===== src/rtl/regfile_sb_if.sv =====
// Decode/write-back bundle for the register file scoreboard.
// The master side drives addresses, issue and write-back; the slave side returns read data, stall and busy count.
interface regfile_sb_if #(
    parameter int XLEN = 32
);
    logic [4:0]      rs1_addr_i;
    logic [4:0]      rs2_addr_i;
    logic [XLEN-1:0] rs1_data_o;
    logic [XLEN-1:0] rs2_data_o;
    logic            issue_valid_i;
    logic            issue_wen_i;
    logic [4:0]      issue_rd_i;
    logic            stall_o;
    logic            wb_wen_i;
    logic [4:0]      wb_rd_i;
    logic [XLEN-1:0] wb_data_i;
    logic            flush_i;
    logic [5:0]      busy_cnt_o;

    modport master (
        output rs1_addr_i, rs2_addr_i, issue_valid_i, issue_wen_i, issue_rd_i,
        output wb_wen_i, wb_rd_i, wb_data_i, flush_i,
        input  rs1_data_o, rs2_data_o, stall_o, busy_cnt_o
    );

    modport slave (
        input  rs1_addr_i, rs2_addr_i, issue_valid_i, issue_wen_i, issue_rd_i,
        input  wb_wen_i, wb_rd_i, wb_data_i, flush_i,
        output rs1_data_o, rs2_data_o, stall_o, busy_cnt_o
    );
endinterface


===== src/rtl/regfile_sb.sv =====
// Integer register file with write-back scoreboard; reads, bypass and stall are combinational (0 cycles).
// Backpressure: stall_o holds decode whenever a source or destination has an outstanding writer.
module regfile_sb #(
    parameter int XLEN = 32,
    parameter int NREG = 32
) (
    input  logic        clk,
    input  logic        rst,
    regfile_sb_if.slave bus
);
    logic [XLEN-1:0] r_regs [1:NREG-1];
    logic [NREG-1:0] r_busy;
    logic [5:0]      r_busy_cnt;

    logic            w_wb_act;
    logic            w_stall;
    logic            w_issue;
    logic [NREG-1:0] w_eb;
    logic [NREG-1:0] w_busy_nxt;
    logic [5:0]      w_cnt_nxt;
    logic [XLEN-1:0] w_rs1_data;
    logic [XLEN-1:0] w_rs2_data;

    assign w_wb_act = bus.wb_wen_i && (bus.wb_rd_i != 5'd0);

    // A register being written back this cycle is no longer a hazard.
    always_comb begin
        w_eb    = r_busy;
        w_eb[0] = 1'b0;
        if (w_wb_act) w_eb[bus.wb_rd_i] = 1'b0;
    end

    assign w_stall = bus.issue_valid_i &&
                     (w_eb[bus.rs1_addr_i] || w_eb[bus.rs2_addr_i] ||
                      (bus.issue_wen_i && w_eb[bus.issue_rd_i]));

    assign w_issue = bus.issue_valid_i && !w_stall && bus.issue_wen_i &&
                     (bus.issue_rd_i != 5'd0);

    // Set after clear so a new writer keeps ownership; flush overrides both.
    always_comb begin
        w_busy_nxt = r_busy;
        if (w_wb_act) w_busy_nxt[bus.wb_rd_i] = 1'b0;
        if (w_issue)  w_busy_nxt[bus.issue_rd_i] = 1'b1;
        if (bus.flush_i) w_busy_nxt = '0;
        w_busy_nxt[0] = 1'b0;
    end

    always_comb begin
        w_cnt_nxt = 6'd0;
        for (int i = 1; i < NREG; i++) w_cnt_nxt = w_cnt_nxt + {5'd0, w_busy_nxt[i]};
    end

    always_comb begin
        w_rs1_data = '0;
        w_rs2_data = '0;
        for (int i = 1; i < NREG; i++) begin
            if (bus.rs1_addr_i == 5'(i)) w_rs1_data = r_regs[i];
            if (bus.rs2_addr_i == 5'(i)) w_rs2_data = r_regs[i];
        end
        if (w_wb_act && (bus.wb_rd_i == bus.rs1_addr_i)) w_rs1_data = bus.wb_data_i;
        if (w_wb_act && (bus.wb_rd_i == bus.rs2_addr_i)) w_rs2_data = bus.wb_data_i;
    end

    always_ff @(posedge clk or negedge rst) begin
        if (!rst) begin
            for (int i = 1; i < NREG; i++) r_regs[i] <= '0;
        end else begin
            for (int i = 1; i < NREG; i++)
                if (w_wb_act && (bus.wb_rd_i == 5'(i))) r_regs[i] <= bus.wb_data_i;
        end
    end

    always_ff @(posedge clk or negedge rst) begin
        if (!rst) begin
            r_busy     <= '0;
            r_busy_cnt <= 6'd0;
        end else begin
            r_busy     <= w_busy_nxt;
            r_busy_cnt <= w_cnt_nxt;
        end
    end

    assign bus.rs1_data_o = w_rs1_data;
    assign bus.rs2_data_o = w_rs2_data;
    assign bus.stall_o    = w_stall;
    assign bus.busy_cnt_o = r_busy_cnt;
endmodule


===== src/flat_wrapper.sv =====
// flat-port wrapper written by rule: the top's interface ports become plain ports
module regfile_sb_flat 
#(
    parameter int XLEN = 32,
    parameter int NREG = 32
)
  (clk, rst, bus_rs1_addr_i, bus_rs2_addr_i, bus_issue_valid_i, bus_issue_wen_i, bus_issue_rd_i, bus_wb_wen_i, bus_wb_rd_i, bus_wb_data_i, bus_flush_i, bus_rs1_data_o, bus_rs2_data_o, bus_stall_o, bus_busy_cnt_o);
  regfile_sb_if #(.XLEN(XLEN)) bus_i ();
  input  logic clk;
  input  logic rst;
  input wire logic [$bits(bus_i.rs1_addr_i)-1:0] bus_rs1_addr_i;
  input wire logic [$bits(bus_i.rs2_addr_i)-1:0] bus_rs2_addr_i;
  input wire logic [$bits(bus_i.issue_valid_i)-1:0] bus_issue_valid_i;
  input wire logic [$bits(bus_i.issue_wen_i)-1:0] bus_issue_wen_i;
  input wire logic [$bits(bus_i.issue_rd_i)-1:0] bus_issue_rd_i;
  input wire logic [$bits(bus_i.wb_wen_i)-1:0] bus_wb_wen_i;
  input wire logic [$bits(bus_i.wb_rd_i)-1:0] bus_wb_rd_i;
  input wire logic [$bits(bus_i.wb_data_i)-1:0] bus_wb_data_i;
  input wire logic [$bits(bus_i.flush_i)-1:0] bus_flush_i;
  output wire logic [$bits(bus_i.rs1_data_o)-1:0] bus_rs1_data_o;
  output wire logic [$bits(bus_i.rs2_data_o)-1:0] bus_rs2_data_o;
  output wire logic [$bits(bus_i.stall_o)-1:0] bus_stall_o;
  output wire logic [$bits(bus_i.busy_cnt_o)-1:0] bus_busy_cnt_o;
  assign bus_i.rs1_addr_i = bus_rs1_addr_i;
  assign bus_i.rs2_addr_i = bus_rs2_addr_i;
  assign bus_i.issue_valid_i = bus_issue_valid_i;
  assign bus_i.issue_wen_i = bus_issue_wen_i;
  assign bus_i.issue_rd_i = bus_issue_rd_i;
  assign bus_i.wb_wen_i = bus_wb_wen_i;
  assign bus_i.wb_rd_i = bus_wb_rd_i;
  assign bus_i.wb_data_i = bus_wb_data_i;
  assign bus_i.flush_i = bus_flush_i;
  assign bus_rs1_data_o = bus_i.rs1_data_o;
  assign bus_rs2_data_o = bus_i.rs2_data_o;
  assign bus_stall_o = bus_i.stall_o;
  assign bus_busy_cnt_o = bus_i.busy_cnt_o;
  regfile_sb #(.XLEN(XLEN), .NREG(NREG)) u_core (.clk(clk), .rst(rst), .bus(bus_i));
endmodule

===== config.mk =====
export PLATFORM = sky130hd
export DESIGN_NAME = regfile_sb_flat
export DESIGN_NICKNAME = d
export VERILOG_FILES = /design/src/rtl/regfile_sb_if.sv /design/src/rtl/regfile_sb.sv /design/src/flat_wrapper.sv
export SDC_FILE = /design/constraint.sdc
export NUM_CORES = 2
export LEC_CHECK = 0
export BUFFER_PORTS_ARGS = -buffer_cell sky130_fd_sc_hd__buf_4
export CAP_MARGIN = 20
export CORE_MARGIN = 1
export CORE_UTILIZATION = 25
export CTS_CLUSTER_SIZE = 8
export DETAILED_ROUTE_END_ITERATION = 16
export PLACE_DENSITY = 0.48
export SYNTH_ARGS = -nofsm -noshare
export SYNTH_HDL_FRONTEND = slang
export SYNTH_SLANG_ARGS = --single-unit

===== constraint.sdc =====
create_clock -name clk -period 8.5 [get_ports clk]
set_input_delay 1.7 -clock clk [delete_from_list [all_inputs] [get_ports clk]]
set_output_delay 1.7 -clock clk [all_outputs]
set_load 0.005 [all_outputs]

==> impl_metrics.py <==
metrics = {
    "cts": {
        "clock_latency_ns": 0.82,
        "clock-sinks": 1029,
        "cts_resized": 0,
        "htree_levels": 4,
        "post_cts_buffers": 0,
        "cts_tree": "built",
        "cts_buffer_depth": 3,
        "cts_hold_buf": 0,
        "cts_made_buffers": 148,
        "clockRootBuffer": "clkbuf_16",
        "clkTransAtPathRegs_ns": 0.05,
    },
    "power_and_ir_drop": {
        "pwr_density_cell_mw_per_mm2": 220,
        "vdd_drop_max_mv": 0.221,
        "leakagePower_nw": 28.0,
    },
    "timing": {
        "layout_setup_ws_ns": 0.236,
        "hold_viol": 0,
        "grt_setup_unrepaired": "false",
        "tightest_slew_ns": 1.16,
        "relSlewSlack_pct": 22.2,
        "finalSetupViolations": 0,
        "min_period_ns": 8.26,
        "drv_slew": 0,
        "min_period_over_period_pct": 97.2,
        "finClkSkew_ns": 0.0255,
        "fmax_mhz": 121,
    },
    "synth": {
        "synth_top_cell_area_share_pct": 45.8,
        "synthCells": 5274,
        "yosysUniqueCellTypes": 88,
        "synth-edff-count": 0,
        "ys_ff_latch": 1029,
        "async_flop_share_pct": 100,
        "avgSynthCellArea_um2": 10.7,
        "synth_commonest_cells": "1029 x dfrtp_1, 1013 x mux2_2, 389 x clkbuf_1",
        "synth_flop_cell": "dfrtp_1",
        "netlist_top_cells_area": "dfrtp_1 46%, mux2_2 20%, o21ai_0 3.2%, o22ai_1 2.9%, clkbuf_1 2.6%",
        "syn-num-nets": 5364,
        "synth_top_cell_by_area": "dfrtp_1",
        "syn_area_mm2": 0.0563,
        "yosysMostFrequentCell": "dfrtp_1",
        "synth_seq_area_share_pct": 45.8,
        "ys_warn_count": 0,
    },
    "place": {
        "dp_hpwl_um": 190000,
        "portBuffers": 128,
        "pre_cts_slack_ns": -0.214,
        "dp_cells": 8280,
        "place_congestion": 0.944,
    },
    "job": {
        "max_cap_viol_count": 0,
    },
    "global_routing": {
        "antenna_found_initial": 13,
        "grt_pass1_wl_um": 386000,
        "grt_pass1_vias": 49600,
        "grt-ovfl-total": 0,
        "grt_max_degree": 149,
        "grt_use_total_pct": 23.4,
    },
    "finish": {
        "final_layout_size_suffix_gt1_share_pct": 33.7,
        "fillers": 23000,
        "area_growth_pct": 18.5,
        "fin_cells": 8464,
        "nets": 5549,
    },
    "drt": {
        "drt-initial-drc-count": 6493,
        "drc": 0,
        "wl_um": 274000,
        "ant_nets": 0,
        "avgViaCountPerCell": 5.93,
        "vias": 50200,
        "routedWlPerCell_um": 32.4,
        "dr.pass1.iters": 8,
    },
    "floorplanning": {
        "die_w_um": 476,
        "fp.coreArea_mm2": 0.223,
        "initial_core_util_pct": 25.2,
        "fp.dieH_um": 476,
        "num_rows": 173,
        "dieArea_mm2": 0.227,
        "io_pins": 129,
    },
    "hold_path": {
        "hp-class": "flip-flop to flip-flop",
    },
    "critical_path": {
        "worstSetupEndpointType": "output pin",
        "critical_path_class": "primary input to output pin",
        "crit_path_max_fanout": 24,
        "critPathRequiredTime_ns": 6.80,
        "start_kind": "primary input",
        "critPathArrivalTime_ns": 6.56,
    },
    "status": {
        "status": "finished, final reports clean",
    },
}
==> where the power goes <==
part	leakage (nW)	switching, W	internal [W]
logic	12.8	0.00128	0.00116
registers	13.2	0.000821	0.00584
clock network	2.02	0.00234	0.00325
==> cell type report <==
| class | count | area, um2 | area share (%) |
|---|---|---|---|
| antenna | 8 | 20.0 | 0.0300 |
| sequential | 1029 | 25700 | 38.6 |
| clock inverter | 14 | 282 | 0.422 |
| timing repair buffer | 531 | 4180 | 6.26 |
| tap | 2975 | 3720 | 5.58 |
| inverter | 40 | 150 | 0.225 |
| clock buffer | 158 | 3850 | 5.77 |
| multi-input combinational | 3709 | 28800 | 43.1 |
==> cells in the final DEF (no fill, tap or decap), types with 14 or more instances in the layout <==
cell / count
nand3_1: 92
o21ai_0: 358
and3_1: 19
buf_12: 15
or3_1: 29
nand2_1: 243
nor3_1: 73
a222oi_1: 41
a31oi_1: 57
a311o_1: 14
clkbuf_16: 152
o221ai_1: 42
nor2_4: 21
o22ai_1: 260
a211oi_1: 27
o21a_1: 49
nor2b_1: 19
nor2_1: 294
fa_1: 23
dfrtp_1: 1029
a221o_1: 45
mux2i_1: 40
a21oi_1: 220
a221oi_1: 103
nor4_1: 24
nor2_2: 29
buf_4: 513
a22o_1: 20
nand4_1: 16
a22oi_1: 175
a21o_1: 16
mux4_2: 16
o211ai_1: 24
mux2_2: 1013
o22a_1: 51
o21ai_1: 23
inv_1: 37
==> sequential cells by signal, summed over array words and instances, names as in the netlist <==
name                   flops
u_core.r_regs            992
u_core.r_busy             31
u_core.bus.busy_cnt_o      6
==> final timing paths <==
kind / startpoint / to / slack (ns) / cells after the start
hold / removal: u_core.r_regs[734] / u_core.r_regs[734] / 0.53 / 1
max in group asynchronous: rst / u_core.r_regs[212] / 5.62 / 3
min in group asynchronous: rst / u_core.bus.busy_cnt_o[2] / 0.84 / 1
hold reg to reg: u_core.r_regs[734] / u_core.r_regs[734] / 0.53 / 1
setup reg to reg: u_core.r_busy[9] / u_core.bus.busy_cnt_o[4] / 1.74 / 24
setup / recovery: bus_rs2_addr_i[3] / bus_rs2_data_o[20] / 0.24 / 16
==> critical path, stage by stage <==
cell      delay (ns)
buf_4           0.14
buf_4           0.23
buf_4           0.35
nor3b_1         0.11
nand2_1         0.08
buf_4           0.33
nand2_1         0.57
nor3_1          0.96
buf_4           0.26
o221ai_1        0.10
o41ai_1         0.54
buf_4           0.28
a21oi_1         0.10
o21ai_0         0.44
buf_4           0.21
buf_4           0.11
==> routing by layer <==
metal,vias to the layer above,global-route usage (%),part of all wire [%]
li1,20500,-,-
met1,26100,30.0,40
met2,2991,36.6,45
met3,657,4.40,8.3
met4,0,14.1,6.6
met5,-,0,0
==> logic make-up after synthesis <==
family | count (synthesis) | share of synthesized area, %
AO/OA/AOI/OAI | 1624 | 19.6
buffers and inverters | 536 | 3.71
XOR/XNOR | 14 | 0.218
AND/OR/NAND/NOR | 970 | 8.07
multiplexers | 1069 | 21.6
adder cells (fa/ha/maj) | 32 | 1.02
flip-flops | 1029 | 45.8
==> stage by stage <==
step | hold slack (ns) | utilization, % | total power [W] | cell area (um2) | setup TNS (ns)
2_1_floorplan | 0.479 | - | 0.00788 | 56300 | 0
3_5_place_dp | 0.512 | 28.0 | 0.00911 | 62500 | -0.232
4_1_cts | 0.525 | 29.9 | 0.0147 | 66600 | 0
3_3_place_gp | 0.497 | 28.0 | 0.00903 | 62500 | -0.521
5_1_grt | 0.536 | 29.9 | 0.0152 | 66700 | 0
6_report | 0.529 | 29.9 | 0.0147 | 66700 | 0
Note: power is estimated with default switching activity, not from simulation.
